--- config.mk ---
export PLATFORM = sky130hd
export DESIGN_NAME = mac_classifier
export DESIGN_NICKNAME = d
export VERILOG_FILES = /design/src/rtl/mac_classifier.sv
export SDC_FILE = /design/constraint.sdc
export NUM_CORES = 1
export LEC_CHECK = 0
export BUFFER_PORTS_ARGS = -buffer_cell sky130_fd_sc_hd__buf_4
export CORE_MARGIN = 2
export CORE_UTILIZATION = 30
export DETAILED_ROUTE_END_ITERATION = 16
export GPL_TIMING_DRIVEN = 0
export PLACE_DENSITY_LB_ADDON = 0.2
export RECOVER_POWER = 25
export SLEW_MARGIN = 30
export SYNTH_ARGS = -nofsm -noshare
export SYNTH_HDL_FRONTEND = slang
export SYNTH_SLANG_ARGS = --single-unit
--- constraint.sdc ---
create_clock -name clk -period 4.6 [get_ports clk]
set_clock_uncertainty 0.15 [all_clocks]
set_input_delay 0.23 -clock clk [delete_from_list [all_inputs] [get_ports clk]]
set_output_delay 0.23 -clock clk [all_outputs]
set_load 0.005 [all_outputs]
--- src/rtl/mac_classifier.sv ---
// mac_classifier: pipelined fixed-point dot products per class with arg-max; SAT_ACC_EN selects saturating accumulation
module mac_classifier #(
  parameter int NUM_PIXELS  = 784,
  parameter int NUM_CLASSES = 10,
  parameter int PIX_W       = 8,
  parameter int WT_W        = 16,
  parameter int ACC_W       = 32,
  parameter int PADDR_W     = 10,
  parameter int WADDR_W     = 13,
  parameter int CLS_W       = 4
) (
  input  logic               clk,
  input  logic               rst,
  input  logic               start,
  output logic               busy,
  output logic [PADDR_W-1:0] pic_addr,
  input  logic [PIX_W-1:0]   pic_data,
  output logic [WADDR_W-1:0] wt_addr,
  input  logic [WT_W-1:0]    wt_data,
  output logic               score_valid,
  output logic [CLS_W-1:0]   score_class,
  output logic [ACC_W-1:0]   score,
  output logic               done,
  output logic [CLS_W-1:0]   result_class,
  output logic [ACC_W-1:0]   result_score
);
  typedef enum logic [1:0] {IDLE, ISSUE, DRAIN, FIN} state_t;
  state_t state_q, state_d;
  logic [PADDR_W-1:0] pix_q, pix_d;
  logic [CLS_W-1:0] cls_q, cls_d;
  logic [WADDR_W-1:0] waddr_q, waddr_d;
  logic pix_last, cls_last, accept;
  logic v1_q, f1_q, l1_q, v2_q, f2_q, l2_q, sv_q;
  logic [CLS_W-1:0] c1_q, c2_q, score_class_q, result_class_q;
  logic signed [PIX_W+WT_W:0] pix_s, wt_s, mul;
  logic signed [ACC_W-1:0] prod_q, acc_q, acc_d, score_q, result_score_q;

  assign pix_last = pix_q == PADDR_W'(NUM_PIXELS - 1);
  assign cls_last = cls_q == CLS_W'(NUM_CLASSES - 1);
  assign accept   = state_q == IDLE && start;
  assign pix_s    = {{(WT_W + 1){1'b0}}, pic_data};
  assign wt_s     = {{(PIX_W + 1){wt_data[WT_W-1]}}, wt_data};
  assign mul      = pix_s * wt_s;

`ifdef SAT_ACC_EN
  logic [ACC_W:0] sum;
  assign sum   = {acc_q[ACC_W-1], acc_q} + {prod_q[ACC_W-1], prod_q};
  assign acc_d = f2_q ? prod_q :
                 sum[ACC_W] != sum[ACC_W-1] ? {sum[ACC_W], {(ACC_W - 1){~sum[ACC_W]}}} : sum[ACC_W-1:0];
`else
  assign acc_d = f2_q ? prod_q : acc_q + prod_q;
`endif

  // State register
  always_ff @(posedge clk) begin
    if (rst) state_q <= IDLE;
    else state_q <= state_d;
  end

  // Next state: issue every pair back to back, then drain until the pipe is empty
  always_comb begin
    state_d = state_q;
    case (state_q)
      IDLE:    state_d = start ? ISSUE : IDLE;
      ISSUE:   state_d = (pix_last && cls_last) ? DRAIN : ISSUE;
      DRAIN:   state_d = (!v1_q && !v2_q) ? FIN : DRAIN;
      default: state_d = IDLE;
    endcase
  end

  // FSM outputs
  always_comb begin
    busy = state_q != IDLE;
    done = state_q == FIN;
  end

  // Address counters: pixel index nested inside class index; hold outside ISSUE
  always_comb begin
    pix_d   = pix_q;
    cls_d   = cls_q;
    waddr_d = waddr_q;
    if (accept) begin
      pix_d   = '0;
      cls_d   = '0;
      waddr_d = '0;
    end else if (state_q == ISSUE && !(pix_last && cls_last)) begin
      pix_d   = pix_last ? '0 : pix_q + 1'b1;
      cls_d   = pix_last ? cls_q + 1'b1 : cls_q;
      waddr_d = waddr_q + 1'b1;
    end
  end

  // Datapath: tag pipeline, multiply, accumulate, score strobe and arg-max
  always_ff @(posedge clk) begin
    if (rst) begin
      pix_q          <= '0;
      cls_q          <= '0;
      waddr_q        <= '0;
      {v1_q, f1_q, l1_q, v2_q, f2_q, l2_q, sv_q} <= '0;
      c1_q           <= '0;
      c2_q           <= '0;
      prod_q         <= '0;
      acc_q          <= '0;
      score_q        <= '0;
      score_class_q  <= '0;
      result_class_q <= '0;
      result_score_q <= '0;
    end else begin
      pix_q   <= pix_d;
      cls_q   <= cls_d;
      waddr_q <= waddr_d;
      v1_q    <= state_q == ISSUE;
      f1_q    <= pix_q == '0;
      l1_q    <= pix_last;
      c1_q    <= cls_q;
      v2_q    <= v1_q;
      f2_q    <= f1_q;
      l2_q    <= l1_q;
      c2_q    <= c1_q;
      prod_q  <= ACC_W'(mul);
      sv_q    <= v2_q && l2_q;
      if (v2_q) acc_q <= acc_d;
      if (v2_q && l2_q) begin
        score_q       <= acc_d;
        score_class_q <= c2_q;
      end
      if (accept) begin
        result_class_q <= '0;
        result_score_q <= '0;
      end else if (sv_q && (score_class_q == '0 || score_q > result_score_q)) begin
        result_class_q <= score_class_q;
        result_score_q <= score_q;
      end
    end
  end

  assign pic_addr     = pix_q;
  assign wt_addr      = waddr_q;
  assign score_valid  = sv_q;
  assign score_class  = score_class_q;
  assign score        = score_q;
  assign result_class = result_class_q;
  assign result_score = result_score_q;
endmodule
* Word-level counts from Yosys, hierarchy flattened
Index checks and enable logic that the tools add are counted.
** Cells by class
- $add $sub $neg :: 4
- Multiply operators :: 1
- Div/mod/pow operators :: 0
- Order comparisons :: 1
- Equality and inequality tests :: 5
- Shift-type cells :: 0
- Multiplexer cells :: 6
- Bitwise logic cells :: 0
- Reductions and logical operators :: 16
** Operator list (count)
- adder 32 x 25 -> 32 bit :: 1
- > comparator 32 bit :: 1
- 2-to-1 mux 32 bit :: 1
- multiplier 9 x 16 -> 25 bit :: 1
- adder 13 x 1 -> 13 bit (second input constant) :: 1
- adder 10 x 1 -> 10 bit (second input constant) :: 1
- equality test 10 bit (second input constant) :: 1
- zero test 10 bit :: 1
- 2-to-1 mux 10 bit :: 1
- logical AND 1 bit :: 6
- one-hot mux 2 bit (3 select lines) :: 1
- adder 4 x 1 -> 4 bit (second input constant) :: 1
- equality test 2 bit (second input constant) :: 2
- equality test 4 bit (second input constant) :: 1
- zero test 4 bit :: 1
- zero test 1 bit :: 3
- equality test 2 x 1 -> 1 bit (second input constant) :: 1
- zero test 2 bit :: 1
- 2-to-1 mux 1 bit :: 2
- 2-to-1 mux 2 bit :: 1
- AND reduction 2 bit :: 1
- nonzero test 2 bit :: 1
- OR reduction 2 bit :: 1
- logical OR 1 bit :: 1
** Word-level totals
- Flip-flop bits (word level) :: 173
- Latch bits :: 0
- Bits in writable memories :: 0
- Bits in read-only memories :: 0
- Input bits :: 27
- Output and inout bits :: 98
- Word-level logic and storage cells :: 52
- Memories kept :: 0

* Depth between registers and ports, before layout
- Depth in word-level cells :: 5
- Mapped depth :: 20
- Gate-level depth less buffers :: 19

* Worst setup path before layout
Ideal clock, no wire load.
- Path type :: input to register
- From :: in pic_data[2]
- To :: reg prod_q[17]
- Setup time :: 0.128 ns
- Data arrival time :: 4.707 ns
- Required time :: 4.322 ns
- Slack :: -0.385 ns
- Stages :: 18
- Path buffers :: 1
- Cells stage by stage :: clkbuf_1 nand2_1 fa_1 inv_1 fa_1 fa_1 inv_1 fa_1 inv_1 ha_1 a211o_1 a211oi_1 o31ai_1 a311o_1 a21o_1 a21oi_1 xor2_1 nor2_1
** Between the ends
- Longest elaborated chain between the ends :: 1
** Ends and longest elaborated chain
- start: declaration :: RTL line 17 : input logic [PIX_W-1:0] pic_data,
- multiplier 9 x 16 -> 25 bit :: RTL line 43 : assign mul = pix_s * wt_s;
- end signal: assignment :: RTL line 120 : prod_q <= ACC_W'(mul);
- end: declaration :: RTL line 36 : logic signed [ACC_W-1:0] prod_q, acc_q, acc_d, score_q, result_score_q;
No other way between the ends.
A chain may end at the register's enable or synchronous reset.

* Final worst setup path
- From :: in wt_data[6]
- To :: reg prod_q[17]
** Between the ends
- Longest elaborated chain between the ends :: 1
** Ends and longest elaborated chain
- start: declaration :: RTL line 19 : input logic [WT_W-1:0] wt_data,
- multiplier 9 x 16 -> 25 bit :: RTL line 43
No other way between the ends.

==> flow_summary_export.csv <==
group,metric,value,unit
clocking,clkSinkCount,173,
route,drt-total-wl,34630,um
yosys,synth_ff_type,"dfxtp_1",
yosys,synth_area,13300,sq um
floorplan,die_w,214.5,um
floorplan,fp.coreArea,43930,sq um
yosys,synth_area_leaders,"dfxtp_1, fa_1, ha_1, inv_1, nor2_1",
clocking,cts_buffer_depth,2,
yosys,synthXorXnorAreaFrac,0.03953,
timing,hold_violations,0,
power,cell_internal_pwr,3.762,mW
global_route,grt_max_degree,18,
yosys,synthMuxAreaShare,0.04075,
power,power_frac_seq,0.266,
timing,rsz0062_at_grt,"true",
yosys,yosys.area_share.simple,0.1817,
route,drt_iter0_drc,545,
critical_path,worst_ep_arrival_time,4600,ps
yosys,synth_top_area_share,0.2605,
critical_path,r2r_end,"acc_q[16]",
power,clock_power_share,0.220,
run_status,status,"complete, no violations",
timing,maxSlewHeadroom,0.4437,
timing,finalSetupTns,0,ps
power,switching_share,0.4105,
timing,whs,86.38,ps
critical_path,endpoint_kind,"register",
yosys,synth_edf_count,0,
critical_path,r2r_cells,12,
critical_path,reg2reg_slack,1320,ps
yosys,yosysWarnings,0,
floorplan,initial_utilization,0.3026,
floorplan,die-area,46020,sq um
flow_run,max_cap_violations,0,
layout,regArea,3463,sq um
global_route,grt_overflow_total,0,
critical_path,crit_fanout,8,
timing,report.final.slew_viol_count,0,
critical_path,timing.rr.start,"prod_q[0]",
yosys,syn_avg_cell_area,8.628,sq um
clocking,clk_pin_slew,70,ps
timing,post-route-period-util,0.9642,
route,route.detailed.drc,0,
floorplan,rows,77,
global_route,grt_antenna_before_repair,0,
layout,fill_cells,4628,
global_route,grt_use_total,0.1535,
yosys,synth_top_family_by_area,"adder cells",
power,p_sw,2.619,mW
power,p_comb_frac,0.515,
yosys,ys_seq_area_frac,0.2605,
hold_path,min_path_type,"primary input to register",
timing,fmax,225.5,MHz
place,place.gp.congestion,0.8687,
power,power_leakage,7.109,nW
layout,drive_gt1_frac,0.1323,
route,dr_total_vias,10714,
layout,fin_nets,1943,
place,portBuffers,124,
yosys,yosysUniqueCellTypes,72,
yosys,synth.largest_area_cell,"dfxtp_1",
route,avgViaCountPerCell,4.658,
clocking,clock_latency,450,ps
place,hpwl,28070,um
clocking,cts_buffers,17,
critical_path,critical_path.startpoint,"wt_data[6]",
route,firstDrtPassIters,4,
power,max-vdd-ir-drop,0.2781,mV
power,power,6.381,mW
yosys,synth_nets,1789,
critical_path,setup.worst_path.class,"primary input to register",
yosys,synth_compound_area_frac,0.1374,
route,ant_nets,0,
hold_path,whs_path_depth,4,
timing,finalSetupViolCount,0,
yosys,synth-seq-cells,173,
clocking,cts.root.buffer_cell,"clkbuf_16",
layout,multiInputGateArea,8947,sq um
yosys,synthArstFlopShare,0,
global_route,grt_pass1_wl,56880,um
route,wire_per_inst,15.06,um
critical_path,crit_path_end,"prod_q[17]",
yosys,netlist_instances,1541,
power,power.density,403.7,nW/um^2
floorplan,die_h,214.5,um
floorplan,ios,125,
critical_path,crit_path_start_kind,"primary input",
timing,fin_crit,4435,ps
clocking,cts_tree,"done",
layout,antennaDiodeCount,0,
critical_path,worst-endpoint-required,4770,ps
timing,worstMarginPinSlew,834.4,ps
global_route,first_global_vias,10509,
yosys,synthAdderAreaFrac,0.2661,
clocking,cts_max_level,4,
layout,syn2layout_area_growth,18.91,%
-- per-stage QoR --
stage	instance area [sq um]	cells	util	setup slack (ps)
2_1_floorplan	13330	1541	-	16.26
3_3_place_gp	15000	2257	0.3414	-631.7
3_5_place_dp	15000	2257	0.3414	-643.5
4_1_cts	15610	2288	0.3552	4.500
5_1_grt	15810	2300	0.3598	-50.43
6_report	15810	2300	0.3598	164.6
-- flip-flops by register name (all words and copies together) (netlist names), 2 cells and up --
register      cells
score            32
prod_q           25
c2_q              4
state_q           2
result_score     32
score_class       4
result_class      4
c1_q              4
wt_addr          13
pic_addr         10
cls_q             4
acc_q            32
-- cells by family (layout without fill, tap and decap cells) --
logic type | count (synthesis) | in the layout
adders and majority gates | 221 | 221
xor gates and xnor gates | 60 | 60
and+or+nand+nor | 503 | 503
AOI/OAI and AO/OA | 279 | 279
DFF | 173 | 173
muxes | 54 | 54
buffers and inverters | 251 | 418
-- area by class of cell --
cell class,instances,share of cell area
clock inverter,14,0.007835
sequential,173,0.2191
buffer,47,0.01654
tap,592,0.04685
clock buffer,18,0.02778
timing repair buffer,140,0.06870
inverter,199,0.04725
multi-input combinational,1117,0.5660
-- power by group through the flow --
stage                     Combinational, mW  Sequential, mW  Clock (mW)
after floorplan                        2.41            1.69           0
after global placement                 3.02            1.73           0
after detailed placement               3.04            1.73           0
after CTS                              3.07            1.69        1.44
after global routing                   3.76            1.71        1.50
final                                  3.28            1.69        1.40
-- repair_timing --
action                                 CTS  global route
endpoints found under the hold margin    1             0
setup buffers                            0            14
cloned                                   0             0
setup endpoints to repair                3             6
gates resized for setup                  7            28
pin swaps                                1            17
hold buffers                             2             0
-- worst min-delay path by stage --
stage	from	to
floorplan	pic_data[0]	prod_q[0]
global placement	l1_q	l2_q
detailed placement	c1_q[2]	c2_q[2]
CTS	start	state_q[0]
global route	start	state_q[0]
finish	start	state_q[0]
-- placed cells by master, fill, tap and decap left out, drive strengths merged, types with 5 or more instances in the layout --
cell type  Yosys  layout
o21ai         53      53
a31oi          5       5
a211oi        51      51
nand2b         9       9
a21o          28      28
nor2         159     159
or3           13      13
nor4           5       5
inv          199     208
nor3b          5       5
nor3          12      12
buf           14     154
o21a           6       6
nor2b         23      23
xnor2         26      26
ha           118     118
and3          12      12
o211ai         7       7
xor2          34      34
mux2i         53      53
clkbuf        36      47
a21oi         93      93
nand3         21      21
fa           103     103
dfxtp        173     173
nand2        130     130
nand4         17      17
and2          84      84
-- per-layer routing --
layer  vias up  GRT usage  wire length [um]  part of all wire
li1       5436          -                 -                 -
met1      5082     0.2159             17580              0.51
met2       173     0.2468             15430              0.45
met3        23    0.02142              1149             0.033
met4         0    0.04051               464             0.013
met5         -          0                 0                 0
-- cells in the mapped netlist (all sizes together), types with 3 or more instances --
cell type / count
inv: 199
dfxtp: 173
nor2: 159
nand2: 130
ha: 118
fa: 103
a21oi: 93
and2: 84
mux2i: 53
o21ai: 53
a211oi: 51
clkbuf: 36
xor2: 34
a21o: 28
xnor2: 26
nor2b: 23
nand3: 21
nand4: 17
buf: 14
or3: 13
and3: 12
nor3: 12
nand2b: 9
o211ai: 7
o21a: 6
a31oi: 5
nor3b: 5
nor4: 5
a211o: 4
o21bai: 4
a311oi: 3
a31o: 3
o31a: 3
o31ai: 3
or2: 3
-- critical path: stages --
cell,delay (ps)
buf_4,150
and2_4,160
fa_1,520
fa_1,520
fa_1,550
inv_1,50
fa_1,520
inv_1,60
ha_4,260
a211o_1,290
a211oi_4,240
o31ai_4,120
a311o_1,380
a21o_1,170
a21oi_2,130
xor2_1,180
nor2_1,50
(Power assumes the default switching activity.)
